===== src/rtl/memory_access_unit.sv =====
// rtl/memory_access_unit.sv - memory-stage load/store controller for an Avalon-style data bus
module memory_access_unit #(
  parameter int TIMEOUT_CYCLES = 255,
  parameter int TIMEOUT_WIDTH  = 8
) (
  input  logic        clk,
  input  logic        reset,
  input  logic        memory_read_memory,
  input  logic        memory_write_memory,
  input  logic [1:0]  memory_size_memory,
  input  logic        memory_unsigned_memory,
  input  logic [31:0] ALU_out_memory,
  input  logic [31:0] write_data_memory,
  output logic [31:0] read_data_memory,
  output logic        stall_memory,
  output logic        address_error_memory,
  output logic        bus_error_memory,
  output logic [31:0] data_address,
  output logic        data_read,
  output logic        data_write,
  output logic [3:0]  data_byteenable,
  output logic [31:0] data_writedata,
  input  logic [31:0] data_readdata,
  input  logic        data_waitrequest
);

  typedef enum logic [1:0] {IDLE, BUS, DONE} state_t;

  localparam logic [TIMEOUT_WIDTH:0] TIMEOUT_LIMIT = (TIMEOUT_WIDTH + 1)'(TIMEOUT_CYCLES);
  localparam logic [TIMEOUT_WIDTH:0] COUNT_ONE     = {{TIMEOUT_WIDTH{1'b0}}, 1'b1};

  state_t                   state;
  logic [TIMEOUT_WIDTH-1:0] count;
  logic [TIMEOUT_WIDTH:0]   count_inc;
  logic                     req;
  logic                     misaligned;
  logic                     timeout_hit;
  logic [3:0]               be_next;
  logic [31:0]              wd_next;
  logic [7:0]               lane_byte;
  logic [15:0]              lane_half;
  logic [31:0]              load_value;

  assign req         = memory_read_memory | memory_write_memory;
  assign count_inc   = {1'b0, count} + COUNT_ONE;
  assign timeout_hit = (TIMEOUT_CYCLES != 0) && (count_inc == TIMEOUT_LIMIT);

  always_comb begin
    misaligned = 1'b0;
    case (memory_size_memory)
      2'b00:   misaligned = 1'b0;
      2'b01:   misaligned = ALU_out_memory[0];
      default: misaligned = |ALU_out_memory[1:0];
    endcase
  end

  // Gated by reset so an aborted access releases the pipeline immediately.
  assign address_error_memory = !reset && (state == IDLE) && req && misaligned;
  assign stall_memory = !reset && (((state == IDLE) && req && !misaligned) || (state == BUS));

  always_comb begin
    be_next = 4'b1111;
    wd_next = write_data_memory;
    case (memory_size_memory)
      2'b00: begin
        be_next = 4'b0001 << ALU_out_memory[1:0];
        wd_next = {4{write_data_memory[7:0]}};
      end
      2'b01: begin
        be_next = ALU_out_memory[1] ? 4'b1100 : 4'b0011;
        wd_next = {2{write_data_memory[15:0]}};
      end
      default: begin
        be_next = 4'b1111;
        wd_next = write_data_memory;
      end
    endcase
  end

  always_comb begin
    lane_byte = data_readdata[7:0];
    case (ALU_out_memory[1:0])
      2'd0: lane_byte = data_readdata[7:0];
      2'd1: lane_byte = data_readdata[15:8];
      2'd2: lane_byte = data_readdata[23:16];
      2'd3: lane_byte = data_readdata[31:24];
      default: lane_byte = data_readdata[7:0];
    endcase
    lane_half = ALU_out_memory[1] ? data_readdata[31:16] : data_readdata[15:0];
    case (memory_size_memory)
      2'b00:   load_value = {{24{!memory_unsigned_memory & lane_byte[7]}}, lane_byte};
      2'b01:   load_value = {{16{!memory_unsigned_memory & lane_half[15]}}, lane_half};
      default: load_value = data_readdata;
    endcase
  end

  always_ff @(posedge clk or posedge reset) begin
    if (reset) begin
      state            <= IDLE;
      count            <= '0;
      read_data_memory <= '0;
      bus_error_memory <= 1'b0;
      data_address     <= '0;
      data_read        <= 1'b0;
      data_write       <= 1'b0;
      data_byteenable  <= '0;
      data_writedata   <= '0;
    end else begin
      case (state)
        IDLE: begin
          bus_error_memory <= 1'b0;
          if (req && !misaligned) begin
            data_address    <= {ALU_out_memory[31:2], 2'b00};
            data_byteenable <= be_next;
            data_writedata  <= wd_next;
            // A simultaneous read and write is treated as a read.
            data_read       <= memory_read_memory;
            data_write      <= !memory_read_memory;
            state           <= BUS;
          end
        end
        BUS: begin
          if (!data_waitrequest) begin
            data_read  <= 1'b0;
            data_write <= 1'b0;
            if (data_read) read_data_memory <= load_value;
            state <= DONE;
          end else if (timeout_hit) begin
            data_read        <= 1'b0;
            data_write       <= 1'b0;
            bus_error_memory <= 1'b1;
            read_data_memory <= '0;
            state            <= DONE;
          end else begin
            count <= count_inc[TIMEOUT_WIDTH-1:0];
          end
        end
        DONE: begin
          bus_error_memory <= 1'b0;
          count            <= '0;
          state            <= IDLE;
        end
        default: state <= IDLE;
      endcase
    end
  end

endmodule


===== config.mk =====
export PLATFORM = sky130hd
export DESIGN_NAME = memory_access_unit
export DESIGN_NICKNAME = d
export VERILOG_FILES = /design/src/rtl/memory_access_unit.sv
export SDC_FILE = /design/constraint.sdc
export NUM_CORES = 1
export LEC_CHECK = 0
export CAP_MARGIN = 20
export CORE_MARGIN = 2
export CORE_UTILIZATION = 39
export DETAILED_ROUTE_END_ITERATION = 16
export PLACE_DENSITY = 0.74
export SKIP_CTS_REPAIR_TIMING = 1
export SLEW_MARGIN = 10
export SYNTH_ARGS = -nofsm -noshare
export SYNTH_HDL_FRONTEND = slang
export SYNTH_SLANG_ARGS = --single-unit
export TNS_END_PERCENT = 5

===== constraint.sdc =====
create_clock -name clk -period 4 [get_ports clk]
set_input_delay 0.8 -clock clk [delete_from_list [all_inputs] [get_ports clk]]
set_output_delay 0.8 -clock clk [all_outputs]
set_load 0.1 [all_outputs]

# Yosys cells after proc, flatten, opt, wreduce, memory -nomap -nowiden
# Index checks and enable logic that the tools add are counted.
[totals]
regBits = 111
in_bits = 104
output_inout_bits = 105
wordCells = 80
[classes]
add_sub_neg = 1
n_eq_ne = 13
shifts = 1
mux = 26
n_bitwise = 3
n_reduce_logical = 27
[op_table]
columns = ["cell", "n"]
rows = [
  ["32-bit one-hot mux with 2 select lines", 2],
  ["32-bit 2-to-1 mux", 3],
  ["8-bit one-hot mux with 4 select lines", 1],
  ["16-bit 2-to-1 mux", 1],
  ["8-bit 2-to-1 mux", 2],
  ["8-bit one-hot mux with 2 select lines", 1],
  ["3-bit AND reduction", 4],
  ["8-bit by 1-bit adder with 9-bit output, second input constant", 1],
  ["9-bit by 8-bit equality test with 1-bit output, second input constant", 1],
  ["1-bit one-hot mux with 2 select lines", 4],
  ["4-bit one-hot mux with 2 select lines", 1],
  ["2-bit nonzero test", 4],
  ["1-bit logical AND", 7],
  ["2-bit by 1-bit equality test with 1-bit output, second input constant", 3],
  ["2-bit equality test, second input constant", 3],
  ["2-bit zero test", 3],
  ["1-bit 2-to-1 mux", 6],
  ["2-bit 2-to-1 mux", 3],
  ["2-bit != test, second input constant", 3],
  ["1-bit zero test", 4],
  ["4-bit 2-to-1 mux", 1],
  ["2-bit by 1-bit != test with 1-bit output, second input constant", 2],
  ["2-bit one-hot mux with 2 select lines", 1],
  ["2-bit AND reduction", 2],
  ["6 further kinds", 8],
]

# Logic depth before layout (Yosys ltp)
[depth]
ltp_word = 6
mapped_depth = 8
ltp_nobuf = 6

# Worst setup path before layout
# OpenSTA, ideal clock, no wires.
[synth_timing]
path_kind = "input to output"
from = "in memory_size_memory[0]"
to = "out address_error_memory"
arrival_ns = 4.066
t_required_ns = 3.200
setup_slack_ns = -0.866
stages = 3
n_path_buf = 1
path_cell_list = "nor2_1 > buf_1 > nor4_1"
[synth_between]
elab_chain_cells = 3
word_cells_on_any_way = 4
classes_between = "eq/ne: 1; mux: 1; reduce/logical: 2"
[synth_lines]
columns = ["item", "line_no", "text"]
rows = [
  ["start: declaration", "10", "input logic [1:0] memory_size_memory,"],
  ["2-bit by 1-bit equality test with 1-bit output / 2-bit zero test (equally long branches)", "50", "case (memory_size_memory)"],
  ["1-bit one-hot mux with 2 select lines *", "50", ""],
  ["1-bit logical AND *", "58", "assign address_error_memory = !reset && (state == IDLE) && req && misaligned;"],
  ["end: declaration", "16", "output logic address_error_memory,"],
]
# Mark *: on every way between the ends. The rest lies on a longest branch, timed or not.

# Worst setup path in the final report
[layout_timing]
from = "in ALU_out_memory[1]"
to = "out stall_memory"
[layout_between]
elab_chain_cells = 6
[layout_lines]
columns = ["item", "line_no", "text"]
rows = [
  ["start: declaration", "12", "input logic [31:0] ALU_out_memory,"],
  ["2-bit OR reduction", "53", "default: misaligned = |ALU_out_memory[1:0];"],
  ["1-bit one-hot mux with 2 select lines", "50", ""],
  ["1-bit zero test", "59", "assign stall_memory = !reset && (((state == IDLE) && req && !misaligned) || (state == BUS));"],
  ["1-bit logical AND", "59", ""],
  ["1-bit logical OR", "59", ""],
  ["1-bit logical AND", "59", ""],
  ["end: declaration", "15", "output logic stall_memory,"],
]
# Every way passes these cells.

==> out/results.tsv <==
stage	metric	value	unit
synthesis	synth-adder-area-share	0.4526	%
critical_path	worst-endpoint-arrival	2.57	ns
layout	nets	815	
detailed_routing	postRouteAntennaNets	0	
die	start_util	39.83	%
critical_path	cp_max_fo	4	
synthesis	async_reset_ff_share	100.0	%
die	dieArea	15150	µm²
synthesis	synth-simple-area-share	10.43	%
cts	clockRootBuffer	clkbuf_16	
die	rows	43	
synthesis	synth_edf_count	0	
detailed_routing	avgRoutedWirePerCell	17.63	µm
synthesis	synth_compound_area_share	18.06	%
layout	finish.utilization	58.01	%
cts	clock_path_buffers	2	
cts	cts.sinks	111	
sta	maxClockFrequency	0.2963	GHz
critical_path	critPathKind	input port to primary output	
sta	rsz0062_at_grt	false	
die	chipWidth	123.1	µm
grt	grt_max_degree	96	
synthesis	synth_top_family_by_area	compound AO/OA/AOI/OAI gates	
layout	drive_gt1_share	11.34	%
synthesis	synth_top_cells_by_area	dfrtp_1 (50%), mux2_2 (9.6%), mux2i_1 (5.3%), o21ai_0 (3.8%), a21oi_1 (3.6%)	
critical_path	cp-end-kind	primary output	
synthesis	netlist_area	5529	µm²
detailed_routing	firstDrtPassIters	4	
critical_path	start_kind	input port	
die	core_area	13880	µm²
run_status	outcome	completed	
hold_path	hold_path.class	register to register	
detailed_routing	drt_iter0_drc	232	
synthesis	synthMuxAreaShare	15.23	%
job	maxCapViolCount	0	
cts	clkTransAtPathRegs	0.07	ns
sta	setup_viol	0	
layout	area_delta_synth_final	45.64	%
critical_path	r2r_start	count[0]	
cts	cts_buffers	9	
synthesis	ys_ff_latch	111	
synthesis	synth_cell_types	53	
synthesis	netlist_instances	523	
detailed_routing	wl	15760	µm
synthesis	yosysSeqAreaShare	50.24	%
synthesis	yosys.area.top_type	dfrtp_1	
cts	htree_levels	3	
placed_design	place_hpwl	11540	µm
critical_path	worstPathRequired	3.20	ns
grt	grt_use_total	21.15	%
detailed_routing	dr_total_vias	4784	
sta	fin_crit_sh	84.36	%
grt	grt_pass1_wl	24810	µm
critical_path	critPathLaunch	ALU_out_memory[1]	
synthesis	yosys_warnings	0	
synthesis	syn_avg_cell_area	10.57	µm²
synthesis	dominantRegCellSynth	dfrtp_1	
placed_design	gp_congestion	0.8306	
placed_design	port-buffer-count	206	
synthesis	synthXorXnorAreaFrac	0.4752	%
detailed_routing	vias_per_cell	5.351	
layout	mostFrequentLayoutCells	clkdlybuf4s50_1 (203), dfrtp_1 (111), mux2_2 (47)	
sta	relSlewSlack	27.36	%
detailed_routing	drc	0	
layout	final_common_cell	clkdlybuf4s50_1	
sta	final_max_slew_viol_count	0	
die	pin_count	209	
hold_path	min_from	data_writedata[11]	
layout	n_antenna_cell	0	
cts	clk_latency	0.35	ns
grt	grt_pass1_vias	4812	
grt	antenna_found_initial	0	
cts	cts_tree	yes	
grt	grt_overflow	0	
sta	finalHoldViolations	0	
synthesis	yosys.area.top_type_share	50.24	%
die	die_y	123.1	µm
sta	worst_pin_slew	1.086	ns
sta	finalClockSkew	0.006740	ns
sta	timing.final.crit_period	3.374	ns
## critical path, stage by stage
cell,delay [ns]
clkdlybuf4s50_1,0.45
a21oi_1,0.49
o22ai_1,0.23
a21boi_0,0.38
buf_12,0.22
## state kept, by name, summed over array words and instances (netlist names)
signal            cells
data_read             1
data_write            1
data_writedata       32
data_address         30
data_byteenable       4
count                 8
read_data_memory     32
state                 2
bus_error_memory      1
## worst paths after layout
check / cells past startpoint / endpoint / slack [ns]
max: 5 / stall_memory / 0.63
min: 2 / data_writedata[11] / 0.48
max reg2reg: 5 / read_data_memory[15] / 1.76
min reg2reg: 2 / data_writedata[11] / 0.48
max in group asynchronous: 3 / data_address[4] / 2.33
min in group asynchronous: 2 / data_write / 0.88
## metrics by stage
| step | cell area (µm²) | hold WS [ns] | setup WS (ns) | TNS (ns) | cells |
|---|---|---|---|---|---|
| after floorplan | 5539 | 0.5088 | -0.3730 | -0.3730 | 524 |
| after global placement | 7754 | 0.4613 | 0.6208 | 0 | 878 |
| after detailed placement | 7754 | 0.4686 | 0.6356 | 0 | 878 |
| after CTS | 8053 | 0.4847 | 0.6302 | 0 | 894 |
| after global routing | 8053 | 0.4900 | 0.4687 | 0 | 894 |
| final | 8053 | 0.4795 | 0.6255 | 0 | 894 |
## cell type report
cell class / count / area [µm²]
Fill cell: 1167 / 5828
Sequential cell: 111 / 2778
Multi-Input combinational cell: 351 / 2500
Timing Repair Buffer: 215 / 2170
Clock buffer: 11 / 242.7
Tap cell: 180 / 225.2
Inverter: 21 / 81.33
Clock inverter: 5 / 56.30
## per-layer routing
metal | vias to the layer above | global-route usage, % | wire [µm]
li1 | 2264 | - | -
met3 | 16 | 8.994 | 1713
met5 | - | 0 | 0
met2 | 196 | 33.98 | 7552
met4 | 0 | 7.031 | 262
met1 | 2308 | 25.67 | 6230
## kinds of logic (layout without fill, tap and decap cells)
logic type,after synthesis,after routing
mux,77,77
flops,111,111
other cells,1,2
simple gates,114,114
compound gates,153,153
xor+xnor,3,3
fa+ha+maj,2,2
buf+inv,62,252
## Yosys cell counts (all sizes together) (2+ instances only)
library cell	count
o221ai	5
clkbuf	25
or3	11
nand4	2
mux2	47
nor2	18
a21o	23
buf	16
o22ai	2
nand3	3
a221oi	7
a211o	6
o21bai	2
nand2b	3
o211ai	4
nor4	17
inv	20
nor3	3
o2111ai	2
a21oi	40
nand2	43
xnor2	2
mux2i	29
o2bb2ai	7
dfrtp	111
nor2b	2
a211oi	2
ha	2
and3b	7
o21ai	43
Power is left out: the tool's default activity adds up to more than one toggle a clock period on the data nets, which glitch-free logic cannot reach.
